[config.mk]
export PLATFORM = sky130hd
export DESIGN_NAME = uart_frame_assembler
export DESIGN_NICKNAME = d
export VERILOG_FILES = /design/src/rtl/uart_frame_assembler_pkg.sv /design/src/rtl/uart_frame_buffer.sv /design/src/rtl/uart_frame_assembler.sv
export SDC_FILE = /design/constraint.sdc
export NUM_CORES = 1
export LEC_CHECK = 0
export BUFFER_PORTS_ARGS = -buffer_cell sky130_fd_sc_hd__buf_2
export CAP_MARGIN = 10
export CORE_MARGIN = 1
export CORE_UTILIZATION = 55
export DETAILED_ROUTE_END_ITERATION = 10
export GPL_TIMING_DRIVEN = 0
export PLACE_DENSITY_LB_ADDON = 0.05
export RECOVER_POWER = 100
export SETUP_SLACK_MARGIN = 0.05
export SLEW_MARGIN = 0
export SYNTH_ARGS = -nofsm -noshare
export SYNTH_HDL_FRONTEND = slang
export SYNTH_HIERARCHICAL = 1
export SYNTH_SLANG_ARGS = --single-unit
[constraint.sdc]
create_clock -name i_clk -period 2.95 [get_ports i_clk]
set_clock_uncertainty 0.15 [all_clocks]
set_input_delay 0.4425 -clock i_clk [delete_from_list [all_inputs] [get_ports i_clk]]
set_output_delay 0.4425 -clock i_clk [all_outputs]
set_load 0.1 [all_outputs]
[src/rtl/uart_frame_assembler_pkg.sv]
// uart_frame_assembler_pkg: shared frame sizing constants and FSM state encoding
package uart_frame_assembler_pkg;
  localparam int N_SAMPLES_DEF   = 16;
  localparam int SAMPLE_W_DEF    = 16;
  localparam int CLOCK_PER_BIT   = 434;
  localparam int GAP_TIMEOUT_DEF = 10 * 10 * CLOCK_PER_BIT;
  typedef enum logic {FILL, DRAIN} state_e;
endpackage

[src/rtl/uart_frame_buffer.sv]
// uart_frame_buffer: one-frame sample store, single write port and asynchronous read
module uart_frame_buffer #(
  parameter int DEPTH = 16,
  parameter int W     = 16,
  parameter int AW    = $clog2(DEPTH)
) (
  input  logic          clk,
  input  logic          we_i,
  input  logic [AW-1:0] waddr_i,
  input  logic [W-1:0]  wdata_i,
  input  logic [AW-1:0] raddr_i,
  output logic [W-1:0]  rdata_o
);
  logic [W-1:0] mem_q [DEPTH];
  // storage has no reset: a frame is always fully rewritten before it is drained
  always_ff @(posedge clk) begin
    if (we_i) mem_q[waddr_i] <= wdata_i;
  end
  assign rdata_o = mem_q[raddr_i];
endmodule

[src/rtl/uart_frame_assembler.sv]
// uart_frame_assembler: packs UART bytes into 16-bit samples and streams one frame to the FFT
module uart_frame_assembler
  import uart_frame_assembler_pkg::*;
#(
  parameter int N_SAMPLES   = N_SAMPLES_DEF,
  parameter int SAMPLE_W    = SAMPLE_W_DEF,
  parameter int GAP_TIMEOUT = GAP_TIMEOUT_DEF,
  parameter int IDX_W       = $clog2(N_SAMPLES)
) (
  input  logic                i_clk,
  input  logic                i_rst,
  input  logic [7:0]          i_rx_byte,
  input  logic                i_rx_valid,
  input  logic                i_rx_error,
  output logic [SAMPLE_W-1:0] o_sample,
  output logic [IDX_W-1:0]    o_sample_idx,
  output logic                o_sample_valid,
  input  logic                i_sample_ready,
  output logic                o_frame_last,
  output logic                o_busy,
  output logic                o_overrun,
  output logic                o_resync
);
  localparam int GAP_W = $clog2(GAP_TIMEOUT);
  localparam logic [IDX_W:0]   LAST_BYTE = (IDX_W+1)'(2*N_SAMPLES-1);
  localparam logic [IDX_W-1:0] LAST_IDX  = IDX_W'(N_SAMPLES-1);
  localparam logic [GAP_W-1:0] GAP_LAST  = GAP_W'(GAP_TIMEOUT-1);
  state_e              state_q;
  logic [IDX_W:0]      byte_cnt_q;
  logic [GAP_W-1:0]    gap_cnt_q;
  logic [IDX_W-1:0]    rd_idx_q;
  logic [7:0]          lo_q;
  logic                overrun_q;
  logic                resync_q;
  logic                fill;
  logic                we;
  logic [SAMPLE_W-1:0] rdata;
  assign fill = state_q == FILL;
  assign we   = fill && i_rx_valid && !i_rx_error && byte_cnt_q[0];
  uart_frame_buffer #(.DEPTH(N_SAMPLES), .W(SAMPLE_W), .AW(IDX_W)) u_buf (
    .clk     (i_clk),
    .we_i    (we),
    .waddr_i (byte_cnt_q[IDX_W:1]),
    .wdata_i ({i_rx_byte, lo_q}),
    .raddr_i (rd_idx_q),
    .rdata_o (rdata)
  );
  // fill/drain FSM with byte and gap counters; an error or an expired gap drops the partial frame
  always_ff @(posedge i_clk) begin
    if (i_rst) begin
      state_q    <= FILL;
      byte_cnt_q <= '0;
      gap_cnt_q  <= '0;
      rd_idx_q   <= '0;
      lo_q       <= '0;
      overrun_q  <= 1'b0;
      resync_q   <= 1'b0;
    end else begin
      overrun_q <= !fill && i_rx_valid;
      resync_q  <= 1'b0;
      if (fill) begin
        if (i_rx_error) begin
          byte_cnt_q <= '0;
          gap_cnt_q  <= '0;
          resync_q   <= 1'b1;
        end else if (i_rx_valid) begin
          gap_cnt_q <= '0;
          if (!byte_cnt_q[0]) lo_q <= i_rx_byte;
          byte_cnt_q <= byte_cnt_q == LAST_BYTE ? '0 : byte_cnt_q + 1'b1;
          if (byte_cnt_q == LAST_BYTE) state_q <= DRAIN;
        end else if (byte_cnt_q != '0) begin
          byte_cnt_q <= gap_cnt_q == GAP_LAST ? '0 : byte_cnt_q;
          gap_cnt_q  <= gap_cnt_q == GAP_LAST ? '0 : gap_cnt_q + 1'b1;
          resync_q   <= gap_cnt_q == GAP_LAST;
        end
      end else if (i_sample_ready) begin
        rd_idx_q <= rd_idx_q == LAST_IDX ? '0 : rd_idx_q + 1'b1;
        if (rd_idx_q == LAST_IDX) state_q <= FILL;
      end
    end
  end
  assign o_sample       = fill ? '0 : rdata;
  assign o_sample_idx   = rd_idx_q;
  assign o_sample_valid = !fill;
  assign o_busy         = !fill;
  assign o_frame_last   = !fill && rd_idx_q == LAST_IDX;
  assign o_overrun      = overrun_q;
  assign o_resync       = resync_q;
endmodule

==> Flow_metrics.wiki <==
{| class="wikitable"
! Metric !! Value
|-
| Post-synthesis net count || 679
|-
| Actual slew at the worst max-slew pin || 1.024 ns
|-
| Vias per Instance || 6.287
|-
| TritonCTS clock tree || yes
|-
| Number of synthesis warnings || 6
|-
| CP Capture Type || output pin
|-
| Post-synth cell types || 49
|-
| Gp weighted congestion || 0.8431
|-
| Areal power density over the cells || 570.5 mW/mm^2
|-
| Kind of start point of the critical path || register
|-
| Overall die area || 0.02171 sq mm
|-
| Fraction of final layout cells with drive strength greater than 1 || 0.3413
|-
| Max Clk Rate || 317.8 MHz
|-
| Level count of the clock H-tree || 1
|-
| Worst Path Arrival || 2.55 ns
|-
| Number of antenna violations at the first check in global routing || 0
|-
| Path type of the worst setup path || reg -> out
|-
| Commonest register cell after synthesis || sky130_fd_sc_hd__edfxtp_1
|-
| Antenna Cells || 0
|-
| Path category of the worst min-delay check || in -> reg
|-
| Setup-failing EPs final || 17
|-
| Sinks on Clock Net || 292
|-
| Clock root buffer || sky130_fd_sc_hd__clkbuf_16
|-
| Hold path cells || 3
|-
| Height of the die || 147.4 um
|-
| Number of synthesized flops with an enable pin || 256
|-
| Die span in x || 147.4 um
|-
| Number of hold violations in the final report || 0
|-
| Aggregate negative setup slack || -1.705 ns
|-
| Post-layout instance area || 0.01425 sq mm
|-
| Slew Viols, Final || 0
|-
| Flip-flop and latch count after synthesis || 292
|-
| First-pass GRT wire length || 41.05 mm
|-
| Area of the core || 0.02049 sq mm
|-
| Insertion delay to the later sink of the worst-skew pair || 0.54 ns
|-
| Post-DP Area || 0.01250 sq mm
|-
| Post-layout util || 0.6955
|-
| Total routing resource utilization after global routing || 0.2586
|-
| Hold Path Origin || i_rx_error
|-
| Reg2reg path depth || 6
|-
| Area contributors post-synth || sky130_fd_sc_hd__edfxtp_1 (66%), sky130_fd_sc_hd__mux4_2 (10%), sky130_fd_sc_hd__dfxtp_1 (6.2%), sky130_fd_sc_hd__mux4_1 (2.3%), sky130_fd_sc_hd__a22oi_1 (2.1%)
|-
| Number of buffers between clock root and the deepest sink || 3
|-
| Leading area contributor after synthesis || sky130_fd_sc_hd__edfxtp_1
|-
| Total grt overflow || 0
|-
| Sequential-to-total area share from yosys stat || 0.7236
|-
| Top-count cell post-synth || sky130_fd_sc_hd__edfxtp_1
|-
| Fraction of the cycle the final worst path needs || 1.067
|-
| Mean cell area of the mapped netlist || 17.58 sq um
|-
| Drt wl/cell || 25.26 um
|-
| First-pass detailed-route iteration total || 5
|-
| Syn Inst Count || 661
|-
| Worst setup startpoint || o_sample_idx[0]
|-
| Pin count of the biggest net entering global routing || 18
|-
| Total via count in the routed design || 6670
|-
| Static leakage || 4.569 nW
|-
| Final critical delay including setup and external delays || 3.147 ns
|-
| Number of nets in the layout || 786
|-
| Unrepaired setup endpoints after global routing || true
|-
| Clock slew at reported path FFs || 0.06 ns
|-
| Total Wirelength || 26.80 mm
|-
| Number of I/O pins || 38
|-
| Worst IR Drop VDD || 0.5102 mV
|-
| Async set or reset register ratio after synthesis || 0
|-
| Layout area overhead || 22.67%
|-
| Remaining DRCs || 0
|-
| Max Cap Violations || 0
|-
| Number of port buffers || 36
|-
| Most frequent cells after synthesis || sky130_fd_sc_hd__edfxtp_1 (256), sky130_fd_sc_hd__mux4_2 (54), sky130_fd_sc_hd__nand2_1 (51), sky130_fd_sc_hd__dfxtp_1 (36), sky130_fd_sc_hd__a22oi_1 (32)
|-
| Number of rows in the core area || 52
|-
| Remaining antenna violation count after routing || 0
|-
| Worst EP required || 2.36 ns
|-
| DRC marker count from the first detailed-route iteration || 559
|-
| R2r startpoint || o_busy
|-
| Largest fanout of any net on the critical path || 5
|-
| Max_slew headroom || 0.3123
|-
| Area of the mapped netlist || 0.01162 sq mm
|-
| Number of buffers created by CTS || 29
|-
| Area share of the largest cell type after synthesis || 0.6616
|-
| Sum of net half-perimeters after detailed placement || 16.74 mm
|-
| Violated checks || negative setup slack
|-
| Number of global-route vias before repair || 6780
|-
| Outcome || finished with violations
|-
| Starting density of the core || 0.5670
|-
| Worst-case setup margin in the final layout || -0.1968 ns
|-
| Tot Pwr || 8.132 mW
|}
[report_power, final]
group / internal [mW] / leakage (nW) / switching (mW)
combinational: 0.0257 / 1.45 / 0.0874
sequential: 4.49 / 2.67 / 0.0292
clock: 2.03 / 0.450 / 1.46
total: 6.55 / 4.57 / 1.58
[placed cells by master (no fill, tap or decap), types with 4 or more instances in the layout]
cell type,count
sky130_fd_sc_hd__clkinv_2,5
sky130_fd_sc_hd__and3_1,4
sky130_fd_sc_hd__buf_16,4
sky130_fd_sc_hd__buf_6,10
sky130_fd_sc_hd__clkbuf_2,8
sky130_fd_sc_hd__buf_12,28
sky130_fd_sc_hd__edfxtp_1,256
sky130_fd_sc_hd__clkbuf_8,6
sky130_fd_sc_hd__nor2_1,8
sky130_fd_sc_hd__clkbuf_16,29
sky130_fd_sc_hd__nand4_1,4
sky130_fd_sc_hd__or4_1,4
sky130_fd_sc_hd__o21ai_0,9
sky130_fd_sc_hd__mux4_2,62
sky130_fd_sc_hd__nand2_1,50
sky130_fd_sc_hd__nand3b_1,4
sky130_fd_sc_hd__and2_4,14
sky130_fd_sc_hd__a31oi_1,7
sky130_fd_sc_hd__clkbuf_1,26
sky130_fd_sc_hd__inv_1,6
sky130_fd_sc_hd__o31ai_1,5
sky130_fd_sc_hd__ha_1,5
sky130_fd_sc_hd__buf_4,14
sky130_fd_sc_hd__a22oi_2,26
sky130_fd_sc_hd__nor2_2,6
sky130_fd_sc_hd__a22oi_1,6
sky130_fd_sc_hd__a21oi_1,28
sky130_fd_sc_hd__buf_2,15
sky130_fd_sc_hd__buf_8,14
sky130_fd_sc_hd__nor3_1,7
sky130_fd_sc_hd__nor2_4,7
sky130_fd_sc_hd__dfxtp_1,32
sky130_fd_sc_hd__nor4_1,4
sky130_fd_sc_hd__nor3_4,4
sky130_fd_sc_hd__nand3_1,22
[through the flow]
stage	setup WS (ns)	cells	hold WS, ns
after floorplan	-0.08448	661	0.3018
after global placement	-0.9087	967	0.3089
after detailed placement	-0.4964	982	0.3468
after CTS	-0.2392	1054	0.08956
after global routing	-0.2080	1061	0.1230
final	-0.1968	1061	0.1071
[path summary, 6_finish.rpt]
kind	endpoint	slack [ns]
setup / recovery	o_sample[1]	-0.20
setup reg to reg	u_buf/mem_q[6][12]	0.06
hold / removal	o_resync	0.11
hold reg to reg	gap_cnt_q[1]	0.36
[registers in the layout, summed over array words and instances, names as in the netlist]
| name | count |
|---|---|
| o_sample_idx | 4 |
| u_buf/mem_q | 256 |
| o_busy | 1 |
| o_overrun | 1 |
| byte_cnt_q | 5 |
| lo_q | 8 |
| gap_cnt_q | 16 |
| o_resync | 1 |
[routing by layer]
layer | share of wire | vias up | global-route usage
li1 | - | 2906 | -
met1 | 0.40 | 3434 | 0.3523
met5 | 0 | - | 0
met2 | 0.52 | 287 | 0.4491
met3 | 0.065 | 43 | 0.03043
met4 | 0.018 | 0 | 0.06082
[area by class of cell]
type | count | area (sq um)
clock inverters | 8 | 72.57
clock buffers | 46 | 839.6
well taps | 270 | 337.8
repair buffers | 77 | 996.0
multi-input cells | 327 | 3261
plain buffers | 35 | 309.0
fillers | 1314 | 6241
inverters | 6 | 22.52
flip-flops and latches | 292 | 8416
[what timing repair did]
item | 4_1_cts | 5_1_grt
pin swaps | 21 | 22
hold buffers | 1 | 0
setup endpoints to repair | 72 | 151
gates resized for setup | 150 | 32
cloned | 3 | 0
buffers inserted | 15 | 9
endpoints found under the hold margin | 1 | 0
[worst max-delay path, stage by stage (launching register included)]
cell and delay (ns):
sky130_fd_sc_hd__dfxtp_4 0.38, sky130_fd_sc_hd__buf_12 0.14, sky130_fd_sc_hd__buf_12 0.12, sky130_fd_sc_hd__buf_6 0.10
sky130_fd_sc_hd__mux4_2 0.51, sky130_fd_sc_hd__a22oi_2 0.28, sky130_fd_sc_hd__nand2_1 0.14, sky130_fd_sc_hd__and2_4 0.19
sky130_fd_sc_hd__buf_12 0.16
[cell families (layout without fill, tap and decap cells)]
logic type	count (synthesis)	count (layout)	synth area share
buffers and inverters	42	172	0.01809
DFF	292	292	0.7236
adders and majority gates	5	5	0.005384
muxes	64	64	0.1273
xor gates and xnor gates	1	1	0.0007539
and+or+nand+nor	167	167	0.07484
AOI/OAI and AO/OA	90	90	0.05007
Power figures use the tool's default switching activity.
